<file path="config.mk">
export PLATFORM = sky130hd
export DESIGN_NAME = serial_sub_ctrl
export DESIGN_NICKNAME = d
export VERILOG_FILES = /design/src/rtl/serial_sub_ctrl.sv
export SDC_FILE = /design/constraint.sdc
export NUM_CORES = 1
export LEC_CHECK = 0
export CAP_MARGIN = 0
export CORE_ASPECT_RATIO = 1.1
export CORE_UTILIZATION = 40
export CTS_BUF_LIST = sky130_fd_sc_hd__clkbuf_2
export DETAILED_ROUTE_END_ITERATION = 6
export HOLD_SLACK_MARGIN = 0.08
export PLACE_DENSITY = 0.68
export SLEW_MARGIN = 20
export SYNTH_ARGS = -nofsm -noshare
export SYNTH_HDL_FRONTEND = slang
export SYNTH_SLANG_ARGS = --single-unit
</file>
<file path="constraint.sdc">
create_clock -name clk -period 1.75 [get_ports clk]
set_clock_uncertainty 0.2 [all_clocks]
set_input_delay 0.175 -clock clk [delete_from_list [all_inputs] [get_ports clk]]
set_output_delay 0.175 -clock clk [all_outputs]
set_load 0.005 [all_outputs]
</file>
<file path="src/rtl/serial_sub_ctrl.sv">
// Bit-serial subtractor: one full-subtractor slice processes a/b LSB first,
// one bit per clock, and pulses done when the WIDTH-bit difference is ready.
module serial_sub_ctrl #(
    parameter int WIDTH = 8
) (
    input  logic             clk,
    input  logic             rst_n,
    input  logic             start,
    input  logic [WIDTH-1:0] a,
    input  logic [WIDTH-1:0] b,
    input  logic             bi,
    output logic             busy,
    output logic             done,
    output logic [WIDTH-1:0] diff,
    output logic             bo
);

    localparam int CW = $clog2(WIDTH);

    typedef enum logic {
        IDLE = 1'b0,
        RUN  = 1'b1
    } state_t;

    state_t           state, state_nxt;
    logic [WIDTH-1:0] a_sr, b_sr, diff_sr;
    logic [CW-1:0]    cnt;
    logic             br;
    logic             load, shift, last;
    logic             d_bit, br_nxt;

    // NOTE: every signal driven here gets a default first, so no path can infer a latch.
    always_comb begin
        state_nxt = state;
        load      = 1'b0;
        shift     = 1'b0;
        last      = 1'b0;
        case (state)
            IDLE: begin
                if (start) begin
                    load      = 1'b1;
                    state_nxt = RUN;
                end
            end
            RUN: begin
                shift = 1'b1;
                if (cnt == CW'(WIDTH - 1)) begin
                    last      = 1'b1;
                    state_nxt = IDLE;
                end
            end
            default: state_nxt = IDLE;
        endcase
    end

    assign d_bit  = a_sr[0] ^ b_sr[0] ^ br;
    assign br_nxt = (~a_sr[0] & b_sr[0]) | (~(a_sr[0] ^ b_sr[0]) & br);

    // NOTE: sequential state uses non-blocking assignments so every register samples pre-edge values.
    always_ff @(posedge clk or negedge rst_n) begin
        if (!rst_n) state <= IDLE;
        else        state <= state_nxt;
    end

    always_ff @(posedge clk or negedge rst_n) begin
        if (!rst_n) begin
            a_sr    <= '0;
            b_sr    <= '0;
            diff_sr <= '0;
            br      <= 1'b0;
            cnt     <= '0;
            done    <= 1'b0;
        end else begin
            done <= last;
            if (load) begin
                a_sr <= a;
                b_sr <= b;
                br   <= bi;
                cnt  <= '0;
            end else if (shift) begin
                a_sr    <= a_sr >> 1;
                b_sr    <= b_sr >> 1;
                diff_sr <= {d_bit, diff_sr[WIDTH-1:1]};
                br      <= br_nxt;
                // Counter parks at WIDTH-1 on the final bit so it never wraps.
                cnt     <= last ? cnt : cnt + CW'(1);
            end
        end
    end

    // The borrow register holds the final borrow-out once the FSM is back in IDLE.
    assign busy = (state == RUN);
    assign diff = diff_sr;
    assign bo   = br;

endmodule

</file>
Word-level counts from Yosys, hierarchy flattened
Cells that the tools add are included.

$add $sub $neg: 1. Equal/unequal tests: 2. Muxes and demuxes: 16. Bitwise operators: 9. Reductions and logical operators: 3.

Operators with widths (number): 2-to-1 mux 8 bit (4); 2-to-1 mux 3 bit (3); 2-to-1 mux 1 bit (8); NOT 1 bit (4); AND reduction 2 bit (2); adder 3 x 1 -> 3 bit, second input constant (1); == test 3 bit, second input constant (1); bitwise AND 1 bit (2); != test 2 bit, second input constant (1); case mux 1 bit (2 select lines) (1); nonzero test 2 bit (1); XOR 1 bit (2); bitwise OR 1 bit (1).

Register bits after elaboration: 30. Output and inout bits: 11. Word-level logic and storage cells: 38.

Longest topological paths before layout
Gate-level depths: netlist of the first run.

Depth after elaboration: 6. Depth in mapped cells: 5. Depth with buffers taken out: 5.

Worst setup path before layout of the first run
Ideal clock, no wire load.

Path type: register to register. Start point: register cnt[0]. End point: register cnt[2]. Setup time: 0.121 ns. Data arrival time: 1.221 ns. Slack: 0.208 ns. Cell stages (with the launch flop): 5. Buffers on the path: 0. Path through: dfrtp_1 > ha_1 > ha_1 > mux2_2 > a22o_1.

Cells in the longest elaborated chain, start to end: 5. Elaborated cells between the ends (all ways): 9. Those cells by class: add/sub: 1; eq/ne: 2; mux: 5; reduce/logical: 1.

Ends and longest elaborated chain: from (decl) (line 27) `logic [CW-1:0] cnt;`; from (signal assigned) (line 86) `cnt <= last ? cnt : cnt + CW'(1);`; branches (longest 5 deep; another with adder 3 x 1 -> 3 bit).

Parallel ways; which one is timed is not known. The select of a mux whose other input is x is not followed. A chain may end at the register's enable or synchronous reset.

Final worst setup path of the first run
Start point: register cnt[1]. End point: register cnt[2].

The elaborated chain is that of the path after synthesis.

==> results of run 1 <==
-- metal layers --
metal,share of wire (%),up-vias
met5,0,-
met2,50,27
li1,-,447
met4,1.9,0
met1,43,435
met3,5.3,6
-- synth_stat cells, drive strengths merged --
master	n
mux2i	16
a22o	2
a211oi	1
ha	2
o21ai	16
nand2b	1
nand2	14
clkbuf	1
inv	2
dfrtp	30
fa	1
nor2	4
nor2b	1
mux2	10
a21oi	1
buf	6
and2	1
-- repair_timing --
| item | in CTS | in global routing |
|---|---|---|
| hold buffers | 1 | 0 |
| hold endpoints to repair | 30 | 0 |
| endpoints found under the setup margin | 0 | 1 |
| buffers inserted | 0 | 1 |
| resized for setup | 0 | 0 |
-- power by group through the flow --
stage	Clock, mW	Sequential (mW)	Combinational, mW
floorplan	0	1.16	0.801
global placement	0	1.18	1.15
detailed placement	0	1.19	1.21
CTS	0.324	1.18	1.22
global route	0.365	1.21	1.38
finish	0.302	1.17	1.22
-- cells in the final DEF, fill, tap and decap left out --
master and count:
dlygate4sd3_1 1, buf_4 6, fa_1 1, a22o_1 2
o21ai_1 8, a21oi_1 1, and2_1 1, inv_1 2
mux2_2 4, a211oi_1 1, dfrtp_1 30, nand2_1 14
o21ai_0 8, mux2_4 6, clkinv_1 3, clkbuf_2 5
nand2b_1 1, ha_1 2, nor2b_1 1, nor2_1 4
clkdlybuf4s50_1 30, mux2i_1 16
-- final cells by class --
type                       count  area share, %
multi-input combinational     70          31.04
inverter                       2         0.4342
sequential                    30          43.42
tap                           34          2.460
timing repair buffer          37          20.55
clock inverter                 3         0.6512
clock buffer                   5          1.447
-- critical path: stages, from the launching register on --
cell and delay [ns]:
dfrtp_1 0.43, ha_1 0.20, ha_1 0.27, mux2_2 0.26, a22o_1 0.19
-- per-stage QoR --
stage / utilization (%) / total power, mW
after CTS: 54.60 / 2.719
after detailed placement: 53.13 / 2.402
after global placement: 53.13 / 2.322
after floorplan: - / 1.965
after global routing: 54.84 / 2.954
final: 54.84 / 2.693
-- sequential cells by signal (all words and copies together), names as in the netlist --
signal  count
cnt         3
a_sr        8
b_sr        8
busy        1
done        1
bo          1
diff        8
-- worst paths after layout --
kind	slack [ns]	end	startpoint	cells past startpoint
setup reg to reg	0.10	cnt[2]	cnt[1]	4
hold / removal	0.24	a_sr[7]	a[7]	3
hold reg to reg	0.30	a_sr[4]	a_sr[5]	2
min in group asynchronous	0.55	diff[2]	rst_n	3
max in group asynchronous	0.52	a_sr[6]	rst_n	3
setup / recovery	0.10	cnt[2]	cnt[1]	4
-- cell families after synthesis --
family,after synthesis
buffers and inverters,9
adder cells (fa/ha/maj),3
AND/OR/NAND/NOR,21
flip-flops,30
AO/OA/AOI/OAI,20
multiplexers,26
==> flow_summary.json, run 1 <==
{
  "worstHoldPathType": "in -> reg",
  "core_area_um2": 3153,
  "yosys.area.top_type": "dfrtp_1",
  "ys_ff_latch": 30,
  "multiInputGateArea_um2": 536.8,
  "grt_usage_pct": 15.55,
  "startpoint_type": "flip-flop",
  "routed_wl_mm": 2.308,
  "synth_compound_area_share_pct": 8.081,
  "via_per_inst": 5.055,
  "clk_latency_ns": 0.34,
  "synth_cell_types": 21,
  "design_area_um2": 1729,
  "max-vdd-ir-drop_mv": 0.5754,
  "grtUsageMet3_pct": 5.133,
  "synth_nets": 132,
  "violations": "design-rule violations",
  "synthXorXnorAreaFrac_pct": 0,
  "power_frac_seq_pct": 43.3,
  "post-route-min-period_ns": 1.647,
  "synthCells": 109,
  "grt_pass1_vias": 925,
  "path_clk_slew_ns": 0.14,
  "grt-busiest-layer": "met2",
  "area_growth_pct": 26.91,
  "max_freq_mhz": 607.0,
  "grt_max_degree": 31,
  "setup_slack_ns": 0.1025,
  "io_pins": 31,
  "whs_ns": 0.2373,
  "rsz0062_at_grt": "false",
  "post-place-ws_ns": 0.1196,
  "grtUsageMet1_pct": 19.01,
  "avgSynthCellArea_um2": 12.50,
  "grt_pass1_wl_mm": 4.209,
  "synth_top_family_by_area": "multiplexers",
  "worstMarginPinSlew_ns": 0.3798,
  "p_comb_share_pct": 45.5,
  "internal-power_mw": 1.821,
  "power.density_nw_per_um2": 1557,
  "cap_violations": 0,
  "synthMuxAreaShare_pct": 21.67,
  "drc": 1,
  "io_buffers": 30,
  "synth-simple-area-share_pct": 6.336,
  "drt-initial-drc-count": 35,
  "antenna_found_initial": 0,
  "end_kind": "flip-flop",
  "start_util_pct": 43.21,
  "path_max_fanout": 3,
  "power_leakage_nw": 0.8137,
  "dpl.cell_count": 171,
  "cts_root_buf": "clkbuf_2",
  "cts_tree": "built",
  "via_count": 915,
  "met2_usage_pct": 24.27,
  "worst_ep_arrival_time_ns": 1.69,
  "ys_seq_area_share_pct": 55.10,
  "setup_violations": 0,
  "rows": 21,
  "slew_viol_final": 0,
  "final_cells": 181,
  "ant_nets": 0,
  "path_class": "reg -> reg",
  "drive_above_1_share_pct": 14.29,
  "die_x_um": 57.65,
  "maxSlewHeadroom_pct": 74.68,
  "clk_path_buf_depth": 2,
  "worstPathRequired_ns": 1.79,
  "yosys_warnings": 0,
  "drt_pass1_iterations": 6,
  "htreeDepth": 2,
  "period_share_pct": 94.14,
  "seq_area_um2": 750.7,
  "dp_hpwl_mm": 1.615,
  "hold_viol_final": 0,
  "final_nets": 169,
  "drt-wirelength-per-cell_um": 12.75,
  "place.gp.congestion": 0.6853,
  "synth_top_area_share_pct": 55.10,
  "die_area_um2": 3644,
  "p_switching_mw": 0.8726,
  "p_sw_share_pct": 32.40,
  "syn_area_um2": 1363,
  "grt_overflow": 0,
  "finalSetupTns_ns": 0,
  "place_area_um2": 1675,
  "final.fill_count": 306,
  "outcome": "finished with violations",
  "cts_buffers": 5,
  "cts.sinks": 30,
  "dieHeight_um": 63.22,
  "synth_area_leaders": "dfrtp_1 (55%), mux2i_1 (12%), mux2_4 (6.6%)",
  "synthAdderAreaFrac_pct": 3.306,
  "pwr-share-clk_pct": 11.2,
  "n_antenna_cell": 0
}
(Power assumes the default switching activity.)
==> run 2, diff against run 1 <==
- GPL_TIMING_DRIVEN: unset -> 0
- clock period: 1.75 -> 1.74 ns (I/O delays scaled with it)
==> flow_summary.json, run 2 (synthesis gave the netlist of run 1 again) <==
{
  "via_per_inst": 5.148,
  "maxSlewHeadroom_pct": 55.28,
  "ff2ff_setup_slack_ns": 0.14,
  "place.gp.congestion": 0.7371,
  "die_area_um2": 3644,
  "rsz0062_at_grt": "false",
  "die_x_um": 57.65,
  "cap_violations": 0,
  "outcome": "finished with violations",
  "max_freq_mhz": 609.3,
  "core_area_um2": 3153,
  "post_cts_buffers": 0,
  "power_leakage_nw": 0.8307,
  "p_switching_mw": 0.9086,
  "end_kind": "output port",
  "violations": "design-rule violations",
  "r2r_cells": 5,
  "place_area_um2": 1690,
  "drt_pass1_iterations": 6,
  "drt-wirelength-per-cell_um": 13.16,
  "io_buffers": 29,
  "area_growth_pct": 28.74,
  "path_clk_slew_ns": 0.16,
  "path_delay_family": "buffers and inverters",
  "cts_buffers": 5,
  "layout_commonest_cell": "dfrtp_1",
  "cts.sinks": 30,
  "worstMarginPinSlew_ns": 0.6708,
  "io_pins": 31,
  "dieHeight_um": 63.22,
  "post-route-min-period_ns": 1.641,
  "worst-path-buf-inv": 1,
  "path_cells": "clkdlybuf4s50_1",
  "slew_viol_final": 0,
  "start_util_pct": 43.21,
  "routed_wl_mm": 2.395,
  "layout_common_cells": "dfrtp_1 (30), clkdlybuf4s50_1 (27), mux2i_1 (16), nand2_1 (14)",
  "antenna_found_initial": 0,
  "design_area_um2": 1754,
  "via_count": 937,
  "r2r-start": "cnt[1]",
  "hold_viol_final": 0,
  "setup_violations": 0,
  "power_frac_seq_pct": 42.7,
  "drt-initial-drc-count": 15,
  "critPathMaxStageDelay_ns": 0.51,
  "grt_usage_pct": 15.16,
  "period_share_pct": 94.33,
  "p_comb_share_pct": 45.4,
  "ant_nets": 0,
  "grt_pass1_vias": 945,
  "dp_hpwl_mm": 1.715,
  "clk_latency_ns": 0.35,
  "startpoint_type": "flip-flop",
  "p_sw_share_pct": 32.93,
  "whs_ns": 0.1713,
  "drc": 1,
  "n_antenna_cell": 0,
  "crit_path_top_delay_cell": "clkdlybuf4s50_1",
  "path_class": "reg -> out",
  "grt_overflow": 0,
  "clk_path_buf_depth": 2,
  "worst_ep_arrival_time_ns": 1.27,
  "final_nets": 170,
  "power.density_nw_per_um2": 1573,
  "htreeDepth": 2,
  "max-vdd-ir-drop_mv": 0.6155,
  "internal-power_mw": 1.850,
  "grt_max_degree": 31,
  "pwr-share-clk_pct": 12.0,
  "rows": 21,
  "worstHoldPathType": "in -> async",
  "drive_above_1_share_pct": 16.22,
  "worstPathRequired_ns": 1.37,
  "cts_root_buf": "clkbuf_2",
  "rr_endpoint": "cnt[0]",
  "cts_tree": "built",
  "grt_pass1_wl_mm": 4.146,
  "path_max_fanout": 3
}
[run 2: cell types whose count changed in the layout (fill, tap and decap cells not counted)]
| cell | previous run | this run |
|---|---|---|
| clkinvlp_4 | 0 | 1 |
| buf_4 | 6 | 0 |
| buf_6 | 0 | 3 |
| buf_2 | 0 | 3 |
| clkbuf_1 | 0 | 1 |
| clkinv_1 | 3 | 1 |
| dlymetal6s2s_1 | 0 | 1 |
| clkdlybuf4s50_1 | 30 | 27 |
| dlygate4sd3_1 | 1 | 2 |
| clkinv_2 | 0 | 1 |
| buf_12 | 0 | 1 |
[run 2: how the worst max path moves through the flow]
| stage | from | to | slack [ns] | cells past startpoint |
|---|---|---|---|---|
| final | diff[6] | diff[6] | 0.1 | 1 |
| after CTS | diff[4] | diff[4] | 0.05 | 1 |
| after global placement | rst_n | b_sr[3] | -0.19 | 1 |
| after global routing | diff[3] | diff[3] | 0.0003 | 1 |
| after detailed placement | cnt[0] | cnt[2] | 0.14 | 4 |
| after floorplan | cnt[0] | cnt[2] | 0.20 | 4 |
[run 2: timing repair]
action,in CTS,in global routing
endpoints found under the setup margin,0,1
hold buffers,2,0
endpoints found under the hold margin,39,0
resized for setup,0,1
[run 2: cell type report]
cell class	count	area, um^2
repair buffers	31	307.8
multi-input cells	70	536.8
well taps	34	42.54
inverters	2	7.507
plain buffers	7	67.56
clock buffers	5	25.02
clock inverters	3	16.27
flip-flops and latches	30	750.7
fillers	287	1399
[run 2: per-layer routing]
layer	wire length [um]	share of wire, %	GRT usage, %	vias to the layer above
li1	-	-	-	451
met1	1010	42	17.48	454
met2	1203	50	25.44	27
met3	139	5.8	5.749	5
met4	40	1.7	5.357	0
met5	0	0	0	-
[run 2: metrics by stage]
| stage | TNS [ns] | power (mW) | worst slack (ns) | util [%] | instances |
|---|---|---|---|---|---|
| detailed placement | 0 | 2.466 | 0.1423 | 53.61 | 172 |
| floorplan | 0 | 1.976 | 0.1979 | - | 109 |
| global placement | -5.718 | 2.408 | -0.1913 | 53.77 | 172 |
| global route | 0 | 2.996 | 0.0003267 | 55.63 | 182 |
| CTS | 0 | 2.816 | 0.05119 | 55.56 | 182 |
| finish | 0 | 2.759 | 0.09869 | 55.63 | 182 |
[run 2: power groups by stage]
stage	Clock (mW)	Combinational (mW)	Sequential [mW]
floorplan	0	0.806	1.17
global placement	0	1.23	1.18
detailed placement	0	1.27	1.20
CTS	0.353	1.28	1.18
global route	0.393	1.39	1.22
finish	0.330	1.25	1.18
==> run 3, diff against run 2 <==
- CORE_ASPECT_RATIO: 1.1 -> 0.8
==> flow_summary.json, run 3 (synthesis gave the netlist of run 1 again) <==
{
  "outcome": "complete, no violations",
  "hold_viol_final": 0,
  "core_area_um2": 3176,
  "report.power.total_mw": 2.791,
  "post-place-ws_ns": 0.1417,
  "cp_num_cells": 1,
  "worstHoldPathType": "in -> async",
  "slew_viol_final": 0,
  "r2r_cells": 4,
  "power_leakage_nw": 0.8487,
  "cap_violations": 0,
  "grt_pass1_wl_mm": 4.153,
  "max_freq_mhz": 603.5,
  "drt-initial-drc-count": 49,
  "path_clk_slew_ns": 0.16,
  "layout_commonest_cell": "dfrtp_1",
  "worstPathRequired_ns": 1.37,
  "cts_buffers": 5,
  "die_area_um2": 3645,
  "dp_hpwl_mm": 1.745,
  "htreeDepth": 2,
  "grt_usage_pct": 16.44,
  "setup_violations": 0,
  "grt_max_degree": 31,
  "end_kind": "output port",
  "period_share_pct": 95.24,
  "worst-path-buf-inv": 1,
  "max-vdd-ir-drop_mv": 0.5935,
  "io_pins": 31,
  "power.density_nw_per_um2": 1578,
  "worst_ep_arrival_time_ns": 1.28,
  "clk_latency_ns": 0.37,
  "startpoint_type": "flip-flop",
  "final.fill_count": 270,
  "start_util_pct": 42.91,
  "critPathMaxStageDelay_ns": 0.50,
  "r2r-start": "cnt[0]",
  "n_antenna_cell": 0,
  "area_growth_pct": 29.84,
  "die_x_um": 67.26,
  "grt_pass1_vias": 918,
  "clk_path_buf_depth": 2,
  "layout_common_cells": "dfrtp_1 (30), clkdlybuf4s50_1 (26), mux2i_1 (16), nand2_1 (14)",
  "cts_root_buf": "clkbuf_2",
  "worstMarginPinSlew_ns": 0.6524,
  "path_class": "reg -> out",
  "path_delay_family": "buffers and inverters",
  "dieHeight_um": 54.20,
  "routed_wl_mm": 2.491,
  "path_cells": "clkdlybuf4s50_1",
  "drt_pass1_iterations": 4,
  "path_max_fanout": 3,
  "ant_nets": 0,
  "maxSlewHeadroom_pct": 56.50,
  "cts.sinks": 30,
  "place.gp.congestion": 0.7193,
  "final_nets": 171,
  "cts_tree": "built",
  "via_count": 961,
  "via_per_inst": 5.085,
  "rsz0062_at_grt": "false",
  "setup_slack_ns": 0.08287,
  "drt-wirelength-per-cell_um": 13.18,
  "cp-startpoint": "diff[4]",
  "crit_path_top_delay_cell": "clkdlybuf4s50_1",
  "antenna_found_initial": 0,
  "io_buffers": 29,
  "drive_above_1_share_pct": 16.78,
  "rows": 18,
  "fin_util_pct": 55.71,
  "drc": 0,
  "grt_overflow": 0,
  "post-route-min-period_ns": 1.657
}
==> run 3: cell count changes in the layout (fill, tap and decap cells not counted), sizes merged <==
cell           change
dlymetal6s2s       +1
clkinvlp           -1
clkdlybuf4s50      -1
buf                +1
clkbuf             +1
==> run 3: worst paths after layout <==
kind                       endpoint  slack, ns
setup / recovery            diff[4]       0.08
hold / removal              diff[3]       0.14
setup reg to reg             cnt[2]       0.11
hold reg to reg             a_sr[0]       0.30
max in group asynchronous   a_sr[3]       0.75
min in group clk            b_sr[7]       0.22
==> run 3: layer usage <==
layer	track usage (%)	part of all wire [%]	up-vias	wire, um
met3	5.720	5.2	7	130
met2	24.50	44	31	1106
met4	10.64	2.6	0	66
li1	-	-	458	-
met5	0	0	-	0
met1	20.29	48	465	1187
==> run 3: through the flow <==
stage / std cells / instance area, um^2 / hold WS, ns / setup TNS [ns]
finish: 189 / 1769 / 0.1364 / 0
detailed placement: 178 / 1698 / 0.04924 / 0
floorplan: 109 / 1363 / -0.3216 / 0
global placement: 178 / 1703 / 0.2638 / -6.050
global route: 189 / 1769 / 0.1980 / 0
CTS: 188 / 1757 / 0.1492 / 0
==> run 3: power by group <==
| group | switching [mW] | internal, mW | total (mW) | leakage [nW] |
|---|---|---|---|---|
| Clock | 0.238 | 0.0986 | 0.337 | 0.0304 |
| Combinational | 0.498 | 0.773 | 1.27 | 0.439 |
| Sequential | 0.187 | 0.996 | 1.18 | 0.379 |
| Total | 0.924 | 1.87 | 2.79 | 0.849 |
==> run 3: cell type report <==
type                    count  area [um^2]  share of cell area (%)
flip-flops and latches     30        750.7                   42.43
multi-input cells          70        536.8                   30.34
repair buffers             32        317.8                   17.96
plain buffers               7        67.56                   3.819
well taps                  40        50.05                   2.829
clock buffers               6        30.03                   1.697
clock inverters             2        8.758                  0.4950
inverters                   2        7.507                  0.4243
==> run 3: repair_timing <==
action,CTS,global route
setup endpoints to repair,0,3
hold buffers,2,0
buffers inserted,0,1
resized for setup,0,2
hold endpoints to repair,40,0
